===== src/rtl/cpu_mem_loader.sv =====
// Host-side loader for the cpu external memory ports: streams imem/dmem images in,
// runs the cpu for a set cycle count, then streams dmem back out when LOADER_DUMP_EN is defined.
module cpu_mem_loader #(
  parameter int IMEM_ADDR_W = 9,
  parameter int DMEM_ADDR_W = 10
) (
  input  logic                   clk,
  input  logic                   arst_n,
  input  logic                   start,
  input  logic [IMEM_ADDR_W:0]   imem_len,
  input  logic [DMEM_ADDR_W:0]   dmem_len,
  input  logic [31:0]            run_cycles,
  input  logic                   s_valid,
  output logic                   s_ready,
  input  logic [31:0]            s_data,
  output logic                   m_valid,
  input  logic                   m_ready,
  output logic [31:0]            m_data,
  output logic                   busy,
  output logic                   done,
  output logic                   cpu_enable,
  output logic [63:0]            addr_ext,
  output logic                   wen_ext,
  output logic [31:0]            wdata_ext,
  output logic [63:0]            addr_ext_2,
  output logic                   wen_ext_2,
  output logic                   ren_ext_2,
  output logic [63:0]            wdata_ext_2,
  input  logic [63:0]            rdata_ext_2
);
  localparam int IW = IMEM_ADDR_W;
  localparam int DW = DMEM_ADDR_W;

  typedef enum logic [2:0] {S_IDLE, S_LOAD_I, S_LOAD_D, S_RUN, S_DUMP} state_t;
  state_t state, state_nx;

  logic [IW:0] len_i, cnt_i;
  logic [DW:0] len_d, cnt_d;
  logic [31:0] run_left;
  logic [31:0] lo_half_p0;
  logic        hi_beat;
  logic        beat;

  function automatic logic [IW:0] sat_len_i(input logic [IW:0] l);
    sat_len_i = (l[IW] && (|l[IW-1:0])) ? {1'b1, {IW{1'b0}}} : l;
  endfunction

  function automatic logic [DW:0] sat_len_d(input logic [DW:0] l);
    sat_len_d = (l[DW] && (|l[DW-1:0])) ? {1'b1, {DW{1'b0}}} : l;
  endfunction

  function automatic logic [63:0] imem_byte_addr(input logic [IW-1:0] c);
    imem_byte_addr = {{(62-IW){1'b0}}, c, 2'b00};
  endfunction

  function automatic logic [63:0] dmem_byte_addr(input logic [DW-1:0] c);
    dmem_byte_addr = {{(61-DW){1'b0}}, c, 3'b000};
  endfunction

  assign beat = s_valid & s_ready;

`ifdef LOADER_DUMP_EN
  // Per-word dump phases: issue read, memory latency, capture, low beat, high beat.
  typedef enum logic [2:0] {D_ISSUE, D_READ, D_CAPT, D_LO, D_HI} dph_t;
  dph_t        dph;
  logic [63:0] rd_word_p1;
  logic        last_word;

  assign last_word = ((cnt_d + {{DW{1'b0}}, 1'b1}) == len_d);
  assign m_valid   = (state == S_DUMP) && ((dph == D_LO) || (dph == D_HI));
  assign m_data    = !m_valid ? 32'd0 : (dph == D_HI) ? rd_word_p1[63:32] : rd_word_p1[31:0];
`else
  logic unused_dump;
  assign unused_dump = m_ready ^ (^rdata_ext_2);
  assign m_valid     = 1'b0;
  assign m_data      = 32'd0;
  assign ren_ext_2   = 1'b0;
`endif

  always_ff @(posedge clk or negedge arst_n) begin
    if (!arst_n) state <= S_IDLE;
    else         state <= state_nx;
  end

  always_comb begin
    state_nx = state;
    case (state)
      S_IDLE:   if (start) state_nx = S_LOAD_I;
      S_LOAD_I: if (cnt_i == len_i) state_nx = S_LOAD_D;
      S_LOAD_D: if (cnt_d == len_d) state_nx = S_RUN;
      S_RUN: begin
        if (run_left == 32'd0) begin
`ifdef LOADER_DUMP_EN
          state_nx = (len_d == '0) ? S_IDLE : S_DUMP;
`else
          state_nx = S_IDLE;
`endif
        end
      end
      S_DUMP: begin
`ifdef LOADER_DUMP_EN
        if ((dph == D_HI) && m_ready && last_word) state_nx = S_IDLE;
`else
        state_nx = S_IDLE;
`endif
      end
      default: state_nx = S_IDLE;
    endcase
  end

  always_comb begin
    busy       = (state != S_IDLE);
    s_ready    = 1'b0;
    cpu_enable = 1'b0;
    case (state)
      S_LOAD_I: s_ready    = (cnt_i != len_i);
      S_LOAD_D: s_ready    = (cnt_d != len_d);
      S_RUN:    cpu_enable = (run_left != 32'd0);
      default:  ;
    endcase
  end

  // Memory strobes are registered one cycle behind the accepting handshake.
  always_ff @(posedge clk or negedge arst_n) begin
    if (!arst_n) begin
      len_i       <= '0;
      len_d       <= '0;
      cnt_i       <= '0;
      cnt_d       <= '0;
      run_left    <= '0;
      lo_half_p0  <= '0;
      hi_beat     <= 1'b0;
      done        <= 1'b0;
      wen_ext     <= 1'b0;
      addr_ext    <= '0;
      wdata_ext   <= '0;
      wen_ext_2   <= 1'b0;
      addr_ext_2  <= '0;
      wdata_ext_2 <= '0;
`ifdef LOADER_DUMP_EN
      ren_ext_2   <= 1'b0;
      dph         <= D_ISSUE;
      rd_word_p1  <= '0;
`endif
    end else begin
      wen_ext   <= 1'b0;
      wen_ext_2 <= 1'b0;
`ifdef LOADER_DUMP_EN
      ren_ext_2 <= 1'b0;
`endif
      case (state)
        S_IDLE: begin
          if (start) begin
            len_i    <= sat_len_i(imem_len);
            len_d    <= sat_len_d(dmem_len);
            run_left <= run_cycles;
            cnt_i    <= '0;
            cnt_d    <= '0;
            hi_beat  <= 1'b0;
            done     <= 1'b0;
          end
        end
        S_LOAD_I: begin
          if (beat) begin
            wen_ext   <= 1'b1;
            addr_ext  <= imem_byte_addr(cnt_i[IW-1:0]);
            wdata_ext <= s_data;
            cnt_i     <= cnt_i + {{IW{1'b0}}, 1'b1};
          end
        end
        S_LOAD_D: begin
          if (beat) begin
            hi_beat <= ~hi_beat;
            if (!hi_beat) begin
              lo_half_p0 <= s_data;
            end else begin
              wen_ext_2   <= 1'b1;
              addr_ext_2  <= dmem_byte_addr(cnt_d[DW-1:0]);
              wdata_ext_2 <= {s_data, lo_half_p0};
              cnt_d       <= cnt_d + {{DW{1'b0}}, 1'b1};
            end
          end
        end
        S_RUN: begin
          if (run_left != 32'd0) run_left <= run_left - 32'd1;
          cnt_d <= '0;
`ifdef LOADER_DUMP_EN
          dph   <= D_ISSUE;
`endif
        end
        S_DUMP: begin
`ifdef LOADER_DUMP_EN
          case (dph)
            D_ISSUE: begin
              ren_ext_2  <= 1'b1;
              addr_ext_2 <= dmem_byte_addr(cnt_d[DW-1:0]);
              dph        <= D_READ;
            end
            D_READ:  dph <= D_CAPT;
            D_CAPT: begin
              rd_word_p1 <= rdata_ext_2;
              dph        <= D_LO;
            end
            D_LO:    if (m_ready) dph <= D_HI;
            D_HI: begin
              if (m_ready) begin
                cnt_d <= cnt_d + {{DW{1'b0}}, 1'b1};
                dph   <= D_ISSUE;
              end
            end
            default: dph <= D_ISSUE;
          endcase
`endif
        end
        default: ;
      endcase
      if ((state != S_IDLE) && (state_nx == S_IDLE)) done <= 1'b1;
    end
  end
endmodule


===== config.mk =====
export PLATFORM = sky130hd
export DESIGN_NAME = cpu_mem_loader
export DESIGN_NICKNAME = d
export VERILOG_FILES = /design/src/rtl/cpu_mem_loader.sv
export SDC_FILE = /design/constraint.sdc
export NUM_CORES = 1
export LEC_CHECK = 0
export CAP_MARGIN = 10
export CELL_PAD_IN_SITES_DETAIL_PLACEMENT = 1
export CELL_PAD_IN_SITES_GLOBAL_PLACEMENT = 2
export CORE_ASPECT_RATIO = 0.5
export CORE_MARGIN = 8
export CORE_UTILIZATION = 29
export DETAILED_ROUTE_END_ITERATION = 12
export GPL_TIMING_DRIVEN = 0
export PLACE_DENSITY = 0.95
export SLEW_MARGIN = 25
export SYNTH_ARGS = -nofsm -noshare
export SYNTH_HDL_FRONTEND = slang
export SYNTH_SLANG_ARGS = --single-unit

===== constraint.sdc =====
create_clock -name clk -period 7.6 [get_ports clk]
set_clock_uncertainty 0.1 [all_clocks]
set_input_delay 0.76 -clock clk [delete_from_list [all_inputs] [get_ports clk]]
set_output_delay 0.76 -clock clk [all_outputs]
set_load 0.02 [all_outputs]

Yosys cells after proc, flatten, opt, wreduce, memory -nomap -nowiden
Index checks and enable logic that the tools add are counted.
{"block": "totals", "ff_bits": 228, "elab_cells": 86, "out_inout_bits": 264}
{"block": "op_classes", "reduce_logical": 25, "muxes": 29, "n_bitwise": 2, "n_eq_ne": 12, "add_sub_neg": 3}
{"op": "32-bit two-way mux", "count": 2}
{"op": "32-bit one-hot mux with 2 select lines", "count": 1}
{"op": "11-bit two-way mux", "count": 4}
{"op": "11-bit one-hot mux with 3 select lines", "count": 1}
{"op": "32-bit logical NOT", "count": 1}
{"op": "32-bit nonzero test", "count": 1}
{"op": "32-bit by 1-bit subtractor with 32-bit output, second input constant", "count": 1}
{"op": "10-bit two-way mux", "count": 3}
{"op": "10-bit one-hot mux with 2 select lines", "count": 1}
{"op": "3-bit AND reduction", "count": 5}
{"op": "3-bit two-way mux", "count": 4}
{"op": "3-bit one-hot mux with 4 select lines", "count": 1}
{"op": "11-bit by 1-bit adder with 11-bit output, second input constant", "count": 1}
{"op": "11-bit == test", "count": 1}
{"op": "11-bit inequality test", "count": 1}
{"op": "10-bit by 1-bit adder with 10-bit output, second input constant", "count": 1}
{"op": "10-bit == test", "count": 1}
{"op": "1-bit two-way mux", "count": 10}
{"op": "10-bit inequality test", "count": 1}
{"op": "2-bit inequality test, second input constant", "count": 5}
{"op": "2-bit nonzero test", "count": 5}
{"op": "10-bit OR reduction", "count": 1}
{"op": "9-bit OR reduction", "count": 1}
{"op": "3-bit by 2-bit == test with 1-bit output, second input constant", "count": 2}
{"op": "9 further kinds", "count": 16}

Logic depth before layout (Yosys ltp)
Gate-level depths: netlist of run 1.
{"block": "logic_depth", "ltp_word": 7, "ltp_mapped": 11, "depth_no_buf": 8}

Least setup slack after synthesis of run 1
OpenSTA, ideal clock, no wires.
{"block": "synth_timing", "path_kind": "flip-flop to output port", "startpoint": "reg run_left[0]", "endpoint": "out cpu_enable", "setup_slack_ns": 4.801, "t_required_ns": 6.740, "n_path_buf": 1, "arrival_time_ns": 1.939, "path_stages_with_launch": 10, "path_cell_list": "dfrtp_1 -> inv_1 -> ha_1 -> or4b_4 -> and4bb_1 -> buf_4 -> and3_2 -> nand2_1 -> nand2_1 -> inv_1"}
{"block": "synth_via", "elab_chain_cells": 2}
{"item": "from (decl)", "line": "39", "rtl": "logic [31:0] run_left;"}
{"item": "from (signal assigned)", "line": "156", "rtl": "run_left <= run_cycles;"}
{"item": "from (signal assigned)", "line": "185", "rtl": "if (run_left != 32'd0) run_left <= run_left - 32'd1;"}
{"item": "32-bit nonzero test", "line": "118", "rtl": "S_RUN: cpu_enable = (run_left != 32'd0);"}
{"item": "1-bit two-way mux", "line": "115", "rtl": "case (state)"}
{"item": "to (decl)", "line": "21", "rtl": "output logic cpu_enable,"}
No other way between the ends.

Worst setup path after layout of run 1
Ends and elaborated chain as after synthesis.

==> metrics.txt, run 1 <==
cts-stage hold buffer count 0; WP depth 10; layout cells sized above 1 0.225; total track usage 0.156; PD cells 266 nW/µm²; antenna violations before repair 3; largest net degree at the start of global routing 66; cells on worst reg2reg path 8; clock latency on the worst-skew pair 530 ps; Initial Utilization 0.295; largest area contributor in the netlist dfrtp_1; Post-Synthesis Cells 1060; WP data required 6740 ps; clock-pin slew on the worst setup and hold paths 60 ps; Die H 154 µm; fmax 236 MHz; vias post-DR 8700; ANT nets after route 0; async set-reset flop share out of synthesis 1.00; CTS root buffer clkbuf_16; # resized after CTS 0; Layout Utilization 0.406; max incr delay on CP 550 ps; final setup violation count 0; Std-Cell Rows 50; R2R Path Start run_left[0]; CP Max Fanout 8; H-tree depth 1; Area Overhead vs Synth 37.7%; WHS 35.6 ps; Setup CP Type flop to output pin; syn avg cell area 10.4 µm²; CP Capture Point cpu_enable; Vias/cell 4.45; CP Launch Type flop; CP Buf/Inv Count 4; Synth Flop Type dfrtp_1; Post-synth top cells dfrtp_1 (228), nand2_1 (196), buf_4 (150); Final nets 1598; Num CTS Buffers 24; number of max-cap violations 0; status completed; Multi-input gate area 4510 µm²; Synth top area share 0.515; Seq/Total Area, Yosys 0.515; hpwl dp 27.6 mm; most frequent cell after synthesis dfrtp_1; delay-heaviest family, CP simple AND/OR/NAND/NOR gates; First DRT Iteration DRCs 383; worst min path class input port to asynchronous set/reset pin; Setup TNS 0 ps; count of cell types in the netlist 60; Leak 7.46 nW; Post-synth EDFFs 0; critical path capture point type output pin; Final Cycle Share 0.558; gp weighted congestion 0.815; Slew Limit Fails 0; RSZ-0062 raised after global routing no; vias in the first global route 9358; residual DRC count 0; Register Area 5710 µm²; Die Span X 292 µm; largest cells by area after synthesis dfrtp_1 (52%), mux2_2 (11%), buf_4 (10%); IO buf count 209; actual slew at the worst max-slew pin 770 ps; CTS tree yes; drt total wl 36.2 mm; Max Buffers Root-to-Sink 3; CP Launch Point run_left[0]; Avg WL per Cell 18.5 µm; flop-to-flop setup slack 4700 ps; die area 45100 µm²; clock net sink count 228; # IOs 418; Pwr Total 4.06 mW; CP Cell Sequence inv_1 > ha_1 > or4b_4 > and4bb_1 > buf_4 > and3_2 > nand2_1 > nand2_1 > inv_1 > clkdlybuf4s50_1; gr ovfl total 0; Fillers 4294; Mapped Area 11100 µm²; Min Clock Period, post-route 4240 ps; DRT Pass-1 Iters 4; core footprint 37500 µm²; RR Endpoint run_left[22]; crit path DAT 3380 ps; Post-CTS Setup Bufs 0; Hold Vio Cnt, Final 0; Slowest-stage cell, CP clkdlybuf4s50_1; slew margin rel. 0.483; Ys Warns 0; global-route wire length before repair 56.3 mm; Worst IR Drop VDD 0.133 mV; Yosys reg bits 228
## sequential cells by signal, indices dropped and copies added (netlist names)
signal / cells
wdata_ext_2: 64
wdata_ext: 32
state: 3
lo_half_p0: 32
wen_ext: 1
addr_ext_2: 10
done: 1
cnt_i: 10
wen_ext_2: 1
hi_beat: 1
addr_ext: 9
cnt_d: 11
run_left: 32
len_d: 11
len_i: 10
## metrics by stage
step	area [µm²]	setup WS, ps	cells
6_report	15200	3360	1954
3_3_place_gp	14300	-4410	1906
5_1_grt	15200	3190	1954
2_1_floorplan	11600	4800	1203
3_5_place_dp	14400	3910	1909
4_1_cts	15200	3320	1952
## where the power goes
| part | switching (mW) | internal (mW) |
|---|---|---|
| Combinational | 0.616 | 0.502 |
| Sequential | 0.201 | 1.50 |
| Clock | 0.507 | 0.736 |
| Total | 1.32 | 2.74 |
## worst register-to-register path: cells and delay by family, from the launching register on
family | cells | cell delay [ps]
fa+ha+maj | 1 | 290
flops | 1 | 400
compound gates | 2 | 220
buf+inv | 1 | 90
simple gates | 4 | 1730
## kinds of logic after synthesis
| logic type | Yosys count | synth area share |
|---|---|---|
| other | 1 | 0.000339 |
| AO/OA/AOI/OAI | 128 | 0.0710 |
| XOR/XNOR | 28 | 0.0222 |
| buffers and inverters | 209 | 0.125 |
| flip-flops | 228 | 0.515 |
| AND/OR/NAND/NOR | 352 | 0.150 |
| adder cells (fa/ha/maj) | 3 | 0.00339 |
| multiplexers | 111 | 0.112 |
## layer usage
layer / vias to the layer above / routed length (µm) / global-route usage / share of wire
met5: - / 13 / 0 / 0.00036
met4: 2 / 1440 / 0.0595 / 0.040
met3: 73 / 1170 / 0.0256 / 0.032
met2: 152 / 19800 / 0.296 / 0.55
met1: 4380 / 13800 / 0.174 / 0.38
li1: 4093 / - / - / -
## cells in the final DEF (no fill, tap or decap), types with 11 or more instances in the layout
| cell type | n |
|---|---|
| nand2_1 | 196 |
| nand3b_1 | 14 |
| o21ai_1 | 11 |
| o21ai_0 | 27 |
| clkbuf_16 | 24 |
| nor3_1 | 19 |
| clkbuf_1 | 28 |
| buf_4 | 150 |
| nor2_1 | 35 |
| or3_1 | 12 |
| xor2_1 | 13 |
| nand3_1 | 22 |
| xnor2_1 | 15 |
| buf_2 | 12 |
| conb_1 | 144 |
| inv_1 | 11 |
| mux2_2 | 105 |
| dfrtp_1 | 228 |
| a21oi_1 | 40 |
| nor4_1 | 16 |
| clkdlybuf4s50_1 | 208 |
## worst min path at each step
stage | to | slack, ps
global placement | wdata_ext[14] | 360
global route | run_left[9] | 60
floorplan | addr_ext[10] | 360
detailed placement | addr_ext[6] | 360
CTS | run_left[8] | 50
finish | run_left[8] | 40
## layout make-up
cell class,instances,area share
Clock buffer,35,0.0480
Multi-Input combinational cell,766,0.296
Clock inverter,8,0.00681
Buffer,197,0.0879
Tap cell,494,0.0405
Antenna cell,2,0.000328
Sequential cell,228,0.374
Inverter,12,0.00295
Timing Repair Buffer,212,0.143
Note: power is estimated with default switching activity, not from simulation.
==> inputs of run 2 (changes only) <==
- CORE_UTILIZATION: 29 -> 24
- PLACE_DENSITY: 0.95 -> 0.87
- clock period: 7.6 -> 3.45 ns (I/O delays scaled with it)
==> metrics.txt, run 2 (synthesized netlist as in run 1, its figures left out) <==
Min Clock Period, post-route 3310 ps; actual slew at the worst max-slew pin 825 ps (+55.5 ps); CTS root buffer clkbuf_16; vias in the first global route 9170 (-2.0%); Cell Int Power 5.93 mW (+120%); clock power share 0.297 (-0.009); Initial Utilization 0.244 (-0.0508); final setup violation count 0 (unchanged); Fillers 5151 (+20%); antenna violations before repair 4 (+1); Max Buffers Root-to-Sink 3 (unchanged); clock-pin slew on the worst setup and hold paths 60 ps (about the same); status completed; PD cells 576 nW/µm² (+120%); Final nets 1599 (+0.063%); vias post-DR 8643 (-0.66%); Num CTS Buffers 25 (+4.2%); core footprint 45300 µm² (+21%); Register Area 5710 µm² (unchanged); CP Max Fanout 8 (unchanged); Reg with most FFs wdata_ext_2; H-tree depth 1 (unchanged); switching pwr 2.92 mW (+120%); clock net sink count 228 (unchanged); global-route wire length before repair 55.6 mm (-1.2%); Std-Cell Rows 55 (+10%); die area 53700 µm² (+19%); Pwr Total 8.85 mW (+120%); max reg flops 64 (unchanged); Post-CTS Setup Bufs 0 (unchanged); gp weighted congestion 0.795 (-2.5%); gr ovfl total 0 (unchanged); # IOs 418 (unchanged); commonest non-fill, non-tap cell in the layout dfrtp_1; switch share 0.330 (+0.00365); DRT Pass-1 Iters 4 (unchanged); Die Span X 320 µm (+9.4%); WP data required 3000 ps (-3740 ps); setup ws final 141 ps (-3220 ps); drt total wl 36.2 mm (about the same); hpwl dp 27.6 mm (about the same); Layout Utilization 0.339 (-0.0676); fmax 302 MHz; CTS tree yes; critical path capture point type output pin; Worst IR Drop VDD 0.356 mV (+170%); crit path DAT 2860 ps (-520 ps); DP Area 14500 µm² (+0.71%); IO buf count 209 (unchanged); Avg WL per Cell 17.6 µm (-5.1%); Final Cell Area 15400 µm² (+0.71%); RSZ-0062 raised after global routing no; sequential power share 0.422 (+0.003); commonest non-fill, non-tap cells in the layout dfrtp_1 (228), clkdlybuf4s50_1 (207), nand2_1 (195); Area Overhead vs Synth 38.7%; ANT nets after route 0 (unchanged); Vias/cell 4.20 (-5.8%); Leak 7.44 nW (-0.26%); First DRT Iteration DRCs 374 (-2.3%); total track usage 0.128 (-0.0281); residual DRC count 0 (unchanged); slew margin rel. 0.445 (-0.0373); Setup WS pre-CTS 234 ps (-3670 ps); Hold Vio Cnt, Final 0 (unchanged); Final Cycle Share 0.959; CP Launch Type flop; Die H 168 µm (+8.9%); worst min path class input port to asynchronous set/reset pin; layout cells sized above 1 0.225 (-0.000308); clock latency on the worst-skew pair 530 ps (about the same); Slew Limit Fails 0 (unchanged); largest net degree at the start of global routing 90 (+36%); Comb pwr share 0.281 (+0.006); Multi-input gate area 4540 µm² (+0.53%); number of max-cap violations 0 (unchanged); Setup CP Type flop to output pin
## run 2: worst paths after layout
| path | from | to | slack (ps) | cells past startpoint |
|---|---|---|---|---|
| max reg2reg | cnt_i[4] | wdata_ext[18] | 610 | 8 |
| min | arst_n | wdata_ext[28] | 280 | 2 |
| min reg2reg | wdata_ext[15] | wdata_ext[15] | 370 | 2 |
| max | run_left[0] | cpu_enable | 140 | 10 |
| max in group asynchronous | arst_n | run_left[24] | 2010 | 3 |
| min in group clk | s_data[20] | wdata_ext[20] | 310 | 3 |
## run 2: layer usage
metal	share of wire	vias up	wire length [µm]	GRT usage
met5	0.00063	-	23	0
met4	0.032	4	1160	0.0448
met3	0.029	59	1060	0.0146
met2	0.58	138	21100	0.263
met1	0.36	4352	12900	0.133
li1	-	4090	-	-
## run 2: final cells by class
cell class                      instances  share of cell area
Clock inverter                          5             0.00302
Clock buffer                           40              0.0496
Tap cell                              598              0.0487
Antenna cell                            2            0.000326
Buffer                                197              0.0874
Timing Repair Buffer                  212               0.141
Multi-Input combinational cell        766               0.296
Inverter                               12             0.00293
Sequential cell                       228               0.372
## run 2: per-stage QoR
step / cells / setup TNS (ps) / hold slack, ps
final: 2060 / 0 / 280
after global placement: 2010 / -1858910 / 359
after floorplan: 1203 / 0 / -50.6
after global routing: 2060 / 0 / 298
after CTS: 2058 / 0 / 284
after detailed placement: 2012 / 0 / 300
## run 2: timing repair
action,4_1_cts,5_1_grt
endpoints found under the hold margin,83,0
setup endpoints to repair,1,1
hold buffers,1,0
resized for setup,4,4
## run 2: power by group through the flow
stage               Sequential [mW]  Combinational, mW  Clock, mW
finish                         3.74               2.48       2.63
global route                   3.84               2.69       2.81
CTS                            3.74               2.49       2.70
detailed placement             3.78               2.47          0
global placement               3.75               2.40          0
floorplan                      3.94               1.21          0
## run 2: critical path, stage by stage, from the launching register on
cell,delay [ps]
dfrtp_1,400
inv_2,90
ha_4,160
or4b_4,480
and4bb_1,260
buf_4,160
and3_4,210
nand2_1,90
nand2_4,130
inv_1,50
dlygate4sd2_1,310
==> inputs of run 3 (changes only) <==
- REMOVE_ABC_BUFFERS: default -> 1
- clock period: 3.45 -> 3 ns (I/O delays scaled with it)
==> metrics.txt, run 3 (synthesized netlist as in run 1, its figures left out) <==
status completed; Die H 168 µm (unchanged); actual slew at the worst max-slew pin 994 ps (+168 ps); RSZ-0062 raised after global routing no; final setup violation count 0 (unchanged); core footprint 45300 µm² (unchanged); # IOs 418 (unchanged); slew margin rel. 0.338 (-0.108); Cell Int Power 6.92 mW (+17%); hpwl dp 24.2 mm (-13%); clock power share 0.316 (+0.019); worst min path class input port to asynchronous set/reset pin; gr ovfl total 0 (unchanged); Setup WS pre-CTS -511 ps (-745 ps); Vias/cell 4.21 (+0.42%); setup ws final 80.9 ps (-60.6 ps); global-route wire length before repair 50.3 mm (-9.6%); WP data required 2600 ps (-400 ps); Num CTS Buffers 25 (unchanged); CTS tree yes; Pwr Total 10.2 mW (+16%); die area 53700 µm² (unchanged); CP Launch Type flop; drt total wl 32.9 mm (-9.2%); CTS root buffer clkbuf_16; IO buf count 209 (unchanged); First DRT Iteration DRCs 284 (-24%); Multi-input gate area 4580 µm² (+0.83%); clock-pin slew on the worst setup and hold paths 60 ps (about the same); fmax 343 MHz; critical path capture point type output pin; crit path DAT 2520 ps (-340 ps); Final Cycle Share 0.973; largest net degree at the start of global routing 89 (-1.1%); switching pwr 3.32 mW (+14%); Setup CP Type flop to output pin; clock net sink count 228 (unchanged); residual DRC count 0 (unchanged); Initial Utilization 0.244 (unchanged); CP Max Fanout 4 (-4); Reg with most FFs wdata_ext_2; DRT Pass-1 Iters 4 (unchanged); Fillers 5061 (-1.7%); Leak 6.70 nW (-10%); Min Clock Period, post-route 2920 ps; gp weighted congestion 0.759 (-4.5%); max reg flops 64 (unchanged); sequential power share 0.420 (-0.002); layout cells sized above 1 0.156 (-0.0689); Final nets 1423 (-11%); total track usage 0.116 (-0.0124); Area Overhead vs Synth 29.6%; switch share 0.324 (-0.00600); H-tree depth 1 (unchanged); Max Buffers Root-to-Sink 3 (unchanged); clock latency on the worst-skew pair 530 ps (about the same); commonest non-fill, non-tap cell in the layout dfrtp_1; Die Span X 320 µm (unchanged); cells on worst reg2reg path 9 (+1); Avg WL per Cell 17.5 µm (-0.70%); Slew Limit Fails 0 (unchanged); PD cells 714 nW/µm² (+24%); Worst IR Drop VDD 0.357 mV (+0.22%); Std-Cell Rows 55 (unchanged); number of max-cap violations 0 (unchanged); commonest non-fill, non-tap cells in the layout dfrtp_1 (225), clkdlybuf4s50_1 (206), nand2_1 (193); vias in the first global route 8372 (-8.7%); ANT nets after route 0 (unchanged); Comb pwr share 0.264 (-0.017); antenna violations before repair 3 (-1); vias post-DR 7938 (-8.2%); Register Area 5710 µm² (about the same); Hold Vio Cnt, Final 0 (unchanged)
run 3: changes by cell type in the layout (fill, tap and decap cells not counted), moves of 3 or more:
cell,change
buf_1,-6
buf_4,-139
buf_12,+3
buf_6,+3
buf_2,-12
clkinv_2,+3
dfrtp_1,-3
bufinv_16,+3
clkbuf_1,-27
dfrtp_2,+3
run 3: critical path, stage by stage, from the launching register on:
cell and delay, ps:
dfrtp_1 410, inv_2 90, ha_4 150, or4b_4 480, and4bb_4 340, and3_4 190, nand2_1 70, nand2_2 100
inv_2 40, buf_6 130
run 3: power groups by stage:
stage	sequential, mW	combinational, mW	clock (mW)
after floorplan	4.53	1.21	0
after global placement	4.32	2.57	0
after detailed placement	4.35	2.68	0
after CTS	4.30	2.73	3.33
after global routing	4.40	2.94	3.43
final	4.30	2.70	3.23
run 3: final cells by class:
class | instances | area share
flip-flops and latches | 228 | 0.398
well taps | 598 | 0.0522
multi-input cells | 766 | 0.319
clock inverters | 9 | 0.00890
diodes | 2 | 0.000349
repair buffers | 233 | 0.168
clock buffers | 36 | 0.0507
inverters | 12 | 0.00323
run 3: timing repair:
action                                  CTS  global route
pin swaps                                 4             3
hold buffers                              1             0
hold endpoints to repair                 61             0
resized for setup                        23             2
buffers inserted                          5             5
endpoints found under the setup margin   63            18
run 3: metrics by stage:
stage	instances	hold WS [ps]	area (µm²)	TNS, ps	util
2_1_floorplan	1006	-95.6	10300	-103230	-
3_3_place_gp	1813	359	13100	-2420930	0.289
3_5_place_dp	1826	197	13400	-13070	0.294
4_1_cts	1877	232	14300	0	0.315
5_1_grt	1884	257	14300	0	0.316
6_report	1884	215	14300	0	0.316
run 3: layer usage:
metal  GRT usage  vias up  part of all wire
li1            -     3751                 -
met1       0.124     4029              0.38
met2       0.232      105              0.57
met3      0.0160       51             0.024
met4      0.0344        2             0.030
met5           0        -           0.00040
run 3: worst paths after layout:
| path | from | endpoint | slack [ps] |
|---|---|---|---|
| max | run_left[0] | cpu_enable | 80 |
| min | arst_n | run_left[10] | 220 |
| max reg2reg | run_left[0] | run_left[17] | 170 |
| min reg2reg | addr_ext[2] | addr_ext[2] | 370 |
| max in group asynchronous | arst_n | wdata_ext_2[56] | 1730 |
| min in group clk | s_data[9] | wdata_ext[9] | 270 |
